### src/rtl/div_r2_param_if.sv
// Request/result bundle for the radix-2 divider: operands in, quotient/remainder out.
interface div_r2_param_if #(
   parameter int unsigned WIDTH = 32
);
   logic             valid_in;
   logic [WIDTH-1:0] zdividend;
   logic [WIDTH-1:0] zdivisor;
   logic             sign;
   logic             out_ready;
   logic             free;
   logic             done;
   logic [WIDTH-1:0] q;
   logic [WIDTH-1:0] r;
   logic             sign_o;
   logic             div_zero;

   modport master (
      output valid_in, zdividend, zdivisor, sign, out_ready,
      input  free, done, q, r, sign_o, div_zero
   );

   modport slave (
      input  valid_in, zdividend, zdivisor, sign, out_ready,
      output free, done, q, r, sign_o, div_zero
   );
endinterface

### src/rtl/div_r2_param.sv
// Iterative radix-2 restoring divider, signed/unsigned, truncating semantics.
// Optional macro DIV_R2_EARLY_TERM_EN skips leading-zero iterations via divisor pre-shift.
module div_r2_param #(
   parameter int unsigned WIDTH    = 32,
   parameter int unsigned EXPWIDTH = 6
) (
   input logic          clk,
   input logic          rst_n,
   div_r2_param_if.slave bus
);
   localparam logic [2:0] IDLE  = 3'd0;
   localparam logic [2:0] NORM  = 3'd1;
   localparam logic [2:0] ITER  = 3'd2;
   localparam logic [2:0] FIXUP = 3'd3;
   localparam logic [2:0] DONE  = 3'd4;

`ifdef DIV_R2_EARLY_TERM_EN
   localparam int unsigned DW = WIDTH;
`else
   localparam int unsigned DW = 2 * WIDTH - 1;
`endif

   logic [2:0]          state, state_nxt;
   logic [WIDTH-1:0]    opa, opb;
   logic                sgn;
   logic [WIDTH-1:0]    rem, quo;
   logic [DW-1:0]       dsr;
   logic [EXPWIDTH-1:0] cnt;
   logic                q_neg, r_neg, dz;
   logic                free_st, done_st, sign_res, dz_res;
   logic [WIDTH-1:0]    q_res, r_res;

   logic [WIDTH-1:0]    abs_a_c, abs_b_c, rem_sub_c;
   logic [DW-1:0]       dsr_init_c;
   logic [EXPWIDTH-1:0] iters_c;
   logic                ge_c;

`ifdef DIV_R2_EARLY_TERM_EN
   logic [EXPWIDTH-1:0] lzd_c, lzs_c;

   function automatic logic [EXPWIDTH-1:0] lzc(input logic [WIDTH-1:0] v);
      lzc = EXPWIDTH'(WIDTH);
      for (int i = 0; i < int'(WIDTH); i++)
         if (v[i]) lzc = EXPWIDTH'(int'(WIDTH) - 1 - i);
   endfunction
`endif

   // Magnitudes, divisor alignment and iteration count prepared while in NORM
   always_comb begin
      abs_a_c = (sgn && opa[WIDTH-1]) ? -opa : opa;
      abs_b_c = (sgn && opb[WIDTH-1]) ? -opb : opb;
`ifdef DIV_R2_EARLY_TERM_EN
      lzd_c = lzc(abs_a_c);
      lzs_c = lzc(abs_b_c);
      if (abs_a_c >= abs_b_c) begin
         iters_c    = lzs_c - lzd_c + EXPWIDTH'(1);
         dsr_init_c = abs_b_c << (lzs_c - lzd_c);
      end else begin
         iters_c    = '0;
         dsr_init_c = abs_b_c;
      end
`else
      iters_c    = EXPWIDTH'(WIDTH);
      dsr_init_c = {abs_b_c, {(WIDTH-1){1'b0}}};
`endif
      ge_c      = (DW'(rem) >= dsr);
      rem_sub_c = rem - dsr[WIDTH-1:0];
   end

   // Next-state logic
   always_comb begin
      state_nxt = state;
      case (state)
         IDLE:    if (bus.valid_in) state_nxt = NORM;
         NORM:    state_nxt = (opb == '0 || iters_c == '0) ? FIXUP : ITER;
         ITER:    if (cnt == EXPWIDTH'(1)) state_nxt = FIXUP;
         FIXUP:   state_nxt = DONE;
         DONE:    if (bus.out_ready) state_nxt = IDLE;
         default: state_nxt = IDLE;
      endcase
   end

   always_ff @(posedge clk) begin
      if (!rst_n) begin
         state   <= IDLE;
         free_st <= 1'b1;
         done_st <= 1'b0;
      end else begin
         state   <= state_nxt;
         free_st <= (state_nxt == IDLE);
         done_st <= (state_nxt == DONE);
      end
   end

   // Datapath: operand capture, shift/subtract steps and sign fix-up
   always_ff @(posedge clk) begin
      if (!rst_n) begin
         opa      <= '0;
         opb      <= '0;
         sgn      <= 1'b0;
         rem      <= '0;
         quo      <= '0;
         dsr      <= '0;
         cnt      <= '0;
         q_neg    <= 1'b0;
         r_neg    <= 1'b0;
         dz       <= 1'b0;
         q_res    <= '0;
         r_res    <= '0;
         sign_res <= 1'b0;
         dz_res   <= 1'b0;
      end else begin
         case (state)
            IDLE: begin
               if (bus.valid_in) begin
                  opa <= bus.zdividend;
                  opb <= bus.zdivisor;
                  sgn <= bus.sign;
               end
            end
            NORM: begin
               rem   <= abs_a_c;
               dsr   <= dsr_init_c;
               quo   <= '0;
               cnt   <= iters_c;
               q_neg <= sgn & (opa[WIDTH-1] ^ opb[WIDTH-1]);
               r_neg <= sgn & opa[WIDTH-1];
               dz    <= (opb == '0);
            end
            ITER: begin
               if (ge_c) rem <= rem_sub_c;
               quo <= {quo[WIDTH-2:0], ge_c};
               dsr <= dsr >> 1;
               cnt <= cnt - EXPWIDTH'(1);
            end
            FIXUP: begin
               // r restores the original dividend when the divisor is zero
               q_res    <= dz ? '1 : (q_neg ? -quo : quo);
               r_res    <= r_neg ? -rem : rem;
               sign_res <= sgn;
               dz_res   <= dz;
            end
            default: ;
         endcase
      end
   end

   assign bus.free     = free_st;
   assign bus.done     = done_st;
   assign bus.q        = q_res;
   assign bus.r        = r_res;
   assign bus.sign_o   = sign_res;
   assign bus.div_zero = dz_res;
endmodule

### src/flat_wrapper.sv
// flat-port wrapper written by rule: the top's interface ports become plain ports
module div_r2_param_flat 
#(
   parameter int unsigned WIDTH    = 32,
   parameter int unsigned EXPWIDTH = 6
)
  (clk, rst_n, bus_valid_in, bus_zdividend, bus_zdivisor, bus_sign, bus_out_ready, bus_free, bus_done, bus_q, bus_r, bus_sign_o, bus_div_zero);
  div_r2_param_if #(.WIDTH(WIDTH)) bus_i ();
  input logic clk;
  input logic rst_n;
  input wire logic [$bits(bus_i.valid_in)-1:0] bus_valid_in;
  input wire logic [$bits(bus_i.zdividend)-1:0] bus_zdividend;
  input wire logic [$bits(bus_i.zdivisor)-1:0] bus_zdivisor;
  input wire logic [$bits(bus_i.sign)-1:0] bus_sign;
  input wire logic [$bits(bus_i.out_ready)-1:0] bus_out_ready;
  output wire logic [$bits(bus_i.free)-1:0] bus_free;
  output wire logic [$bits(bus_i.done)-1:0] bus_done;
  output wire logic [$bits(bus_i.q)-1:0] bus_q;
  output wire logic [$bits(bus_i.r)-1:0] bus_r;
  output wire logic [$bits(bus_i.sign_o)-1:0] bus_sign_o;
  output wire logic [$bits(bus_i.div_zero)-1:0] bus_div_zero;
  assign bus_i.valid_in = bus_valid_in;
  assign bus_i.zdividend = bus_zdividend;
  assign bus_i.zdivisor = bus_zdivisor;
  assign bus_i.sign = bus_sign;
  assign bus_i.out_ready = bus_out_ready;
  assign bus_free = bus_i.free;
  assign bus_done = bus_i.done;
  assign bus_q = bus_i.q;
  assign bus_r = bus_i.r;
  assign bus_sign_o = bus_i.sign_o;
  assign bus_div_zero = bus_i.div_zero;
  div_r2_param #(.WIDTH(WIDTH), .EXPWIDTH(EXPWIDTH)) u_core (.clk(clk), .rst_n(rst_n), .bus(bus_i));
endmodule
### config.mk
export PLATFORM = sky130hd
export DESIGN_NAME = div_r2_param_flat
export DESIGN_NICKNAME = d
export VERILOG_FILES = /design/src/rtl/div_r2_param_if.sv /design/src/rtl/div_r2_param.sv /design/src/flat_wrapper.sv
export SDC_FILE = /design/constraint.sdc
export NUM_CORES = 1
export LEC_CHECK = 0
export CORE_MARGIN = 1
export CORE_UTILIZATION = 55
export CTS_CLUSTER_DIAMETER = 60
export DETAILED_ROUTE_END_ITERATION = 10
export HOLD_SLACK_MARGIN = 0.08
export PLACE_DENSITY_LB_ADDON = 0.25
export SYNTH_ARGS = -nofsm -noshare
export SYNTH_HDL_FRONTEND = slang
export SYNTH_SLANG_ARGS = --single-unit
### constraint.sdc
create_clock -name clk -period 4.2 [get_ports clk]
set_clock_uncertainty 0.2 [all_clocks]
set_input_delay 1.26 -clock clk [delete_from_list [all_inputs] [get_ports clk]]
set_output_delay 1.26 -clock clk [all_outputs]
set_load 0.1 [all_outputs]
==> Word level (Yosys, flattened, before mapping) <==
Cells that the tools add are included.
{ "classes": {"eq_ne": 7, "order_cmp": 1, "bitwise": 3, "n_mux": 15, "n_addsub": 6, "reduce_logical": 8} }
{ "ops": {"columns": ["cell", "count"], "rows": [
  ["$mux W32", 6],
  ["$neg A32 Y32", 4],
  ["$pmux W32 S2", 2],
  ["$pmux W63 S2", 1],
  ["$ge A32 B63 Y1", 1],
  ["$logic_not A32 Y1", 1],
  ["$sub A32 B32 Y32", 1],
  ["$pmux W3 S5", 1],
  ["$pmux W6 S2", 1],
  ["$mux W3", 3],
  ["$eq A3 B2 Y1 const B", 2],
  ["$eq A3 B3 Y1 const B", 2],
  ["$eq A6 B1 Y1 const B", 1],
  ["$logic_not A3 Y1", 2],
  ["$sub A6 B1 Y6 const B", 1],
  ["$reduce_and A2 Y1", 2],
  ["$eq A3 B1 Y1 const B", 1],
  ["$and A1 B1 Y1", 2],
  ["$logic_and A1 B1 Y1", 2],
  ["$ne A2 B1 Y1 const B", 1],
  ["$reduce_bool A2 Y1", 1],
  ["$mux W1", 1],
  ["$xor A1 B1 Y1", 1]
]} }
{ "totals": {"ff_bits": 272, "output_inout_bits": 68, "word_cells": 57} }

==> Longest topological paths before layout <==
{ "logic_depth": {"word_depth": 4, "mapped_depth": 14, "ltp_nobuf": 12} }

==> Worst setup path before layout <==
Ideal clock, no wire load.
{ "synth_timing": {"path_type": "register -> register", "startpoint": "reg u_core.rem[2]", "endpoint": "reg u_core.rem[26]", "slack_ns": 1.214, "arrival_ns": 2.716, "path_buffers": 2, "path_stages_with_launch": 13, "synth_period_minus_slack_ns": 2.986, "cell_sequence": "dfxtp_1 -> ha_1 -> o211ai_1 -> a21oi_1 -> o311a_1 -> nand3_1 -> nand3_1 -> a31oi_1 -> and2_1 -> clkbuf_1 -> clkbuf_1 -> nand2_1 -> a21oi_1"} }
{ "synth_between": {"elab_chain_len": 3} }
{ "synth_rtl": {"columns": ["element", "line_no", "text"], "rows": [
  ["start: declaration", "div_r2_param.sv:26", "logic [WIDTH-1:0] rem, quo;"],
  ["start signal: assignment", "div_r2_param.sv:122", "rem <= abs_a_c;"],
  ["start signal: assignment", "div_r2_param.sv:131", "if (ge_c) rem <= rem_sub_c;"],
  ["$ge A32 B63 Y1 or $sub A32 B32 Y32 (tied branches)", "div_r2_param.sv:66, div_r2_param.sv:67", null],
  ["$ne A2 B1 Y1 (no line) or $mux W32 (tied branches)", null, null],
  ["$reduce_and A2 Y1 (no line) or $pmux W32 S2 (tied branches)", null, null]
]} }
Parallel ways exist; a longest one is shown, timed or not. The select of a mux whose other input is x is not followed.
A chain may end at the register's enable or synchronous reset.

==> Final worst setup path <==
{ "layout_timing": {"startpoint": "reg u_core.r_res[15], in the netlist u_core.bus.r[15]", "endpoint": "out bus_r[15]"} }
{ "layout_rtl": {"columns": ["element", "line_no", "text"], "rows": [
  ["start: declaration", "div_r2_param.sv:31", "logic [WIDTH-1:0] q_res, r_res;"],
  ["start signal: assignment", "div_r2_param.sv:139", "r_res <= r_neg ? -rem : rem;"],
  ["end: declaration", "flat_wrapper.sv:19", "output wire logic [$bits(bus_i.r)-1:0] bus_r;"]
]} }
No word-level cell between the ends.

==> results.py <==
metrics = {
    "critical_path": {
        "reg2reg_to": "u_core.rem[6]$_SDFFE_PN0P_",
        "reg2regPathDepth": 12,
        "slowest_stage": "clkdlybuf4s50_1",
        "cp_data_arrival_time_ns": 2.08,
        "cp-start-kind": "flop",
        "cp_data_required_time_ns": 2.74,
        "crit_family": "buffers and inverters",
        "cp-end-kind": "primary output",
        "worstPathMaxFanout": 2,
        "criticalPathCategory": "reg2out",
        "r2r_start": "u_core.rem[18]$_SDFFE_PN0P_",
        "r2r_slack_ns": 0.79,
        "cp.buffers_inverters": 1,
        "max_stage_delay_ns": 1.14,
        "crit_path_cell_trace": "clkdlybuf4s50_1",
    },
    "placement": {
        "gp_congestion": 0.927,
        "io_buffer_count": 136,
        "dp_hpwl_mm": 26.2,
        "placed_area_mm2": 0.0157,
        "place_inst": 2184,
        "dp_slack_ns": 0.856,
    },
    "synthesis": {
        "yosysWarningCount": 0,
        "synth_cell_types": 69,
        "synth_edf_count": 0,
        "ys_seq_area_frac": 0.383,
        "synth_area_mm2": 0.0142,
        "syn_inst": 1819,
        "syn_area_per_cell_um2": 7.81,
        "synthesis.nets": 1927,
        "ys.flop_type": "dfxtp_1",
        "async_flop_share": 0,
        "synth_seq_cells": 272,
    },
    "die": {
        "die_area_mm2": 0.0265,
        "rows": 58,
        "die_h_um": 163,
        "num_io_pins": 137,
        "start_util": 0.562,
        "core_mm2": 0.0253,
        "chipWidth_um": 163,
    },
    "routing": {
        "via_count": 13300,
        "wire_per_inst_um": 16.8,
        "firstDrtPassIters": 6,
        "drt_iter0_drc": 1033,
        "wl_mm": 37.5,
        "drc_errors": 0,
        "via_per_inst": 5.95,
        "drtAntennaViolNets": 0,
    },
    "cells_and_area": {
        "layout_common_cells": "dfxtp_1 (272), nand2_1 (267), a21oi_1 (221), nor2_1 (167), clkdlybuf4s50_1 (121)",
        "areaGrowthSynthToFinish_pct": 17.2,
        "post-route-util": 0.659,
        "final_common_cell": "dfxtp_1",
        "final_cells": 2235,
        "n_fill_cell": 2242,
        "nNetsFinal": 1993,
        "stdcell_area_mm2": 0.0166,
        "final_layout_size_suffix_gt1_frac": 0.0614,
        "diodes": 0,
    },
    "pwr": {
        "pwr-share-comb": 0.273,
        "intPower_mw": 4.95,
        "power_mw": 7.41,
        "p_switching_mw": 2.46,
        "peakVddDrop_mv": 0.333,
        "p_leak_nw": 6.33,
        "power.share.clock": 0.344,
        "p_sw_frac": 0.332,
        "p_per_area_mw_per_mm2": 445,
        "p_seq_frac": 0.383,
    },
    "sta": {
        "fmax_mhz": 282,
        "tns_ns": 0,
        "slew_headroom": 0.300,
        "hold_viol": 0,
        "fin_ws_ns": 0.659,
        "report.final.slew_viol_count": 0,
        "rsz0062_at_grt": "no",
        "period_share": 0.843,
        "worst_slew_pin_slew_ns": 1.05,
        "setup_viol": 0,
        "hold_slack_ns": 0.256,
        "finalCriticalPeriod_ns": 3.54,
    },
    "global_routing": {
        "grt_pass1_vias": 12200,
        "antenna_found_initial": 0,
        "gr-total-overflow": 0,
        "track_usage": 0.283,
        "grt_pass1_wl_mm": 61.4,
        "grt_max_degree": 89,
    },
    "clock_tree": {
        "ctsRootBufferMaster": "clkbuf_16",
        "post_cts_buffers": 0,
        "cts_buffers": 29,
        "clk_latency_ns": 0.57,
        "clock_sinks": 272,
        "clk_pin_slew_ns": 0.07,
        "cts_resized": 0,
        "htree_levels": 1,
        "cts_tree": "done",
        "clk_path_buf_depth": 3,
        "hold_buffers": 0,
    },
    "job": {
        "maxCapViolations": 0,
    },
    "hold_path": {
        "worstHoldPathCells": 2,
        "hold_path_class": "reg2reg",
        "hp-start": "u_core.bus.r[18]$_SDFFE_PN0N_",
        "min_to": "u_core.bus.r[18]$_SDFFE_PN0N_",
    },
    "status": {
        "status": "finished, final reports clean",
    },
}
## cell usage after synthesis, types with 5 or more instances
master | count | share of area
dfxtp_1 | 272 | 0.38
and3_1 | 10 | 0.0044
o41ai_1 | 15 | 0.0092
a211oi_1 | 26 | 0.014
clkbuf_1 | 113 | 0.030
a21oi_1 | 221 | 0.078
o22ai_1 | 10 | 0.0044
nor4_1 | 25 | 0.011
buf_1 | 9 | 0.0024
ha_1 | 38 | 0.033
nor3_1 | 35 | 0.012
nor2_1 | 168 | 0.044
a21o_1 | 13 | 0.0069
inv_1 | 53 | 0.014
o21ai_1 | 5 | 0.0018
xnor2_1 | 58 | 0.036
nand3_1 | 29 | 0.010
nor2b_1 | 8 | 0.0035
a22oi_1 | 92 | 0.049
o211ai_1 | 20 | 0.011
nand2_1 | 267 | 0.071
o21ai_0 | 93 | 0.033
nand3b_1 | 7 | 0.0037
o31ai_1 | 22 | 0.012
or2_2 | 6 | 0.0026
nand4_1 | 10 | 0.0044
and2_1 | 6 | 0.0026
or3_1 | 10 | 0.0044
o21a_1 | 5 | 0.0026
nand2b_1 | 15 | 0.0066
xor2_1 | 84 | 0.052
or4_1 | 13 | 0.0069
## worst register-to-register path, cell delays in order (launching register included)
cell and delay [ns]:
dfxtp_1 0.30, buf_4 0.15, ha_1 0.41, nand4_1 0.21, or3_1 0.38, nor3_1 0.26
a22oi_1 0.12, nand3_1 0.25, a31oi_1 0.17, nand2_1 0.12, buf_4 0.42, o211ai_1 0.18
a21oi_1 0.18
## routing by layer
| layer | vias up | share of wire | track usage |
|---|---|---|---|
| met5 | - | 0 | 0 |
| met1 | 6228 | 0.45 | 0.393 |
| met2 | 441 | 0.46 | 0.459 |
| met3 | 66 | 0.063 | 0.0311 |
| li1 | 6555 | - | - |
| met4 | 0 | 0.028 | 0.0875 |
## state kept, by name (all words and copies together) (netlist names), 3 cells and up
signal,cells
u_core.quo,32
u_core.opb,32
u_core.bus.r,32
u_core.bus.q,32
u_core.dsr,63
u_core.opa,32
u_core.rem,32
u_core.cnt,6
u_core.state,3
## layout make-up
| cell class | instances | area [µm²] | area share |
|---|---|---|---|
| Clock buffer | 42 | 855 | 0.0513 |
| Clock inverter | 9 | 103 | 0.00616 |
| Inverter | 54 | 208 | 0.0125 |
| Multi-Input combinational cell | 1367 | 8080 | 0.486 |
| Sequential cell | 272 | 5450 | 0.327 |
| Tap cell | 330 | 413 | 0.0248 |
| Timing Repair Buffer | 161 | 1540 | 0.0923 |
## power by group through the flow
stage / clock, mW / combinational (mW) / sequential [mW]
6_report: 2.55 / 2.02 / 2.84
5_1_grt: 2.70 / 2.21 / 2.85
4_1_cts: 2.59 / 2.00 / 2.83
3_5_place_dp: 0 / 1.98 / 2.89
3_3_place_gp: 0 / 1.96 / 2.88
2_1_floorplan: 0 / 1.37 / 2.97
## cells by family after synthesis
| group | Yosys count | synth area share |
|---|---|---|
| buffers and inverters | 180 | 0.0494 |
| adders and majority gates | 39 | 0.0349 |
| DFF | 272 | 0.383 |
| and+or+nand+nor | 629 | 0.202 |
| muxes | 4 | 0.00291 |
| AOI/OAI and AO/OA | 553 | 0.240 |
| xor gates and xnor gates | 142 | 0.0876 |
## how the worst max path moves through the flow
| stage | to | startpoint | cells after the start |
|---|---|---|---|
| 2_1_floorplan | u_core.rem[26]$_SDFFE_PN0P_ | u_core.rem[2]$_SDFFE_PN0P_ | 12 |
| 3_3_place_gp | u_core.bus.r[28]$_SDFFE_PN0N_ | u_core.rem[6]$_SDFFE_PN0P_ | 8 |
| 3_5_place_dp | u_core.rem[10]$_SDFFE_PN0P_ | u_core.rem[18]$_SDFFE_PN0P_ | 12 |
| 4_1_cts | bus_r[15] | u_core.bus.r[15]$_SDFFE_PN0N_ | 1 |
| 5_1_grt | u_core.rem[18]$_SDFFE_PN0P_ | u_core.rem[18]$_SDFFE_PN0P_ | 12 |
| 6_report | bus_r[15] | u_core.bus.r[15]$_SDFFE_PN0N_ | 1 |
(Power assumes the default switching activity.)
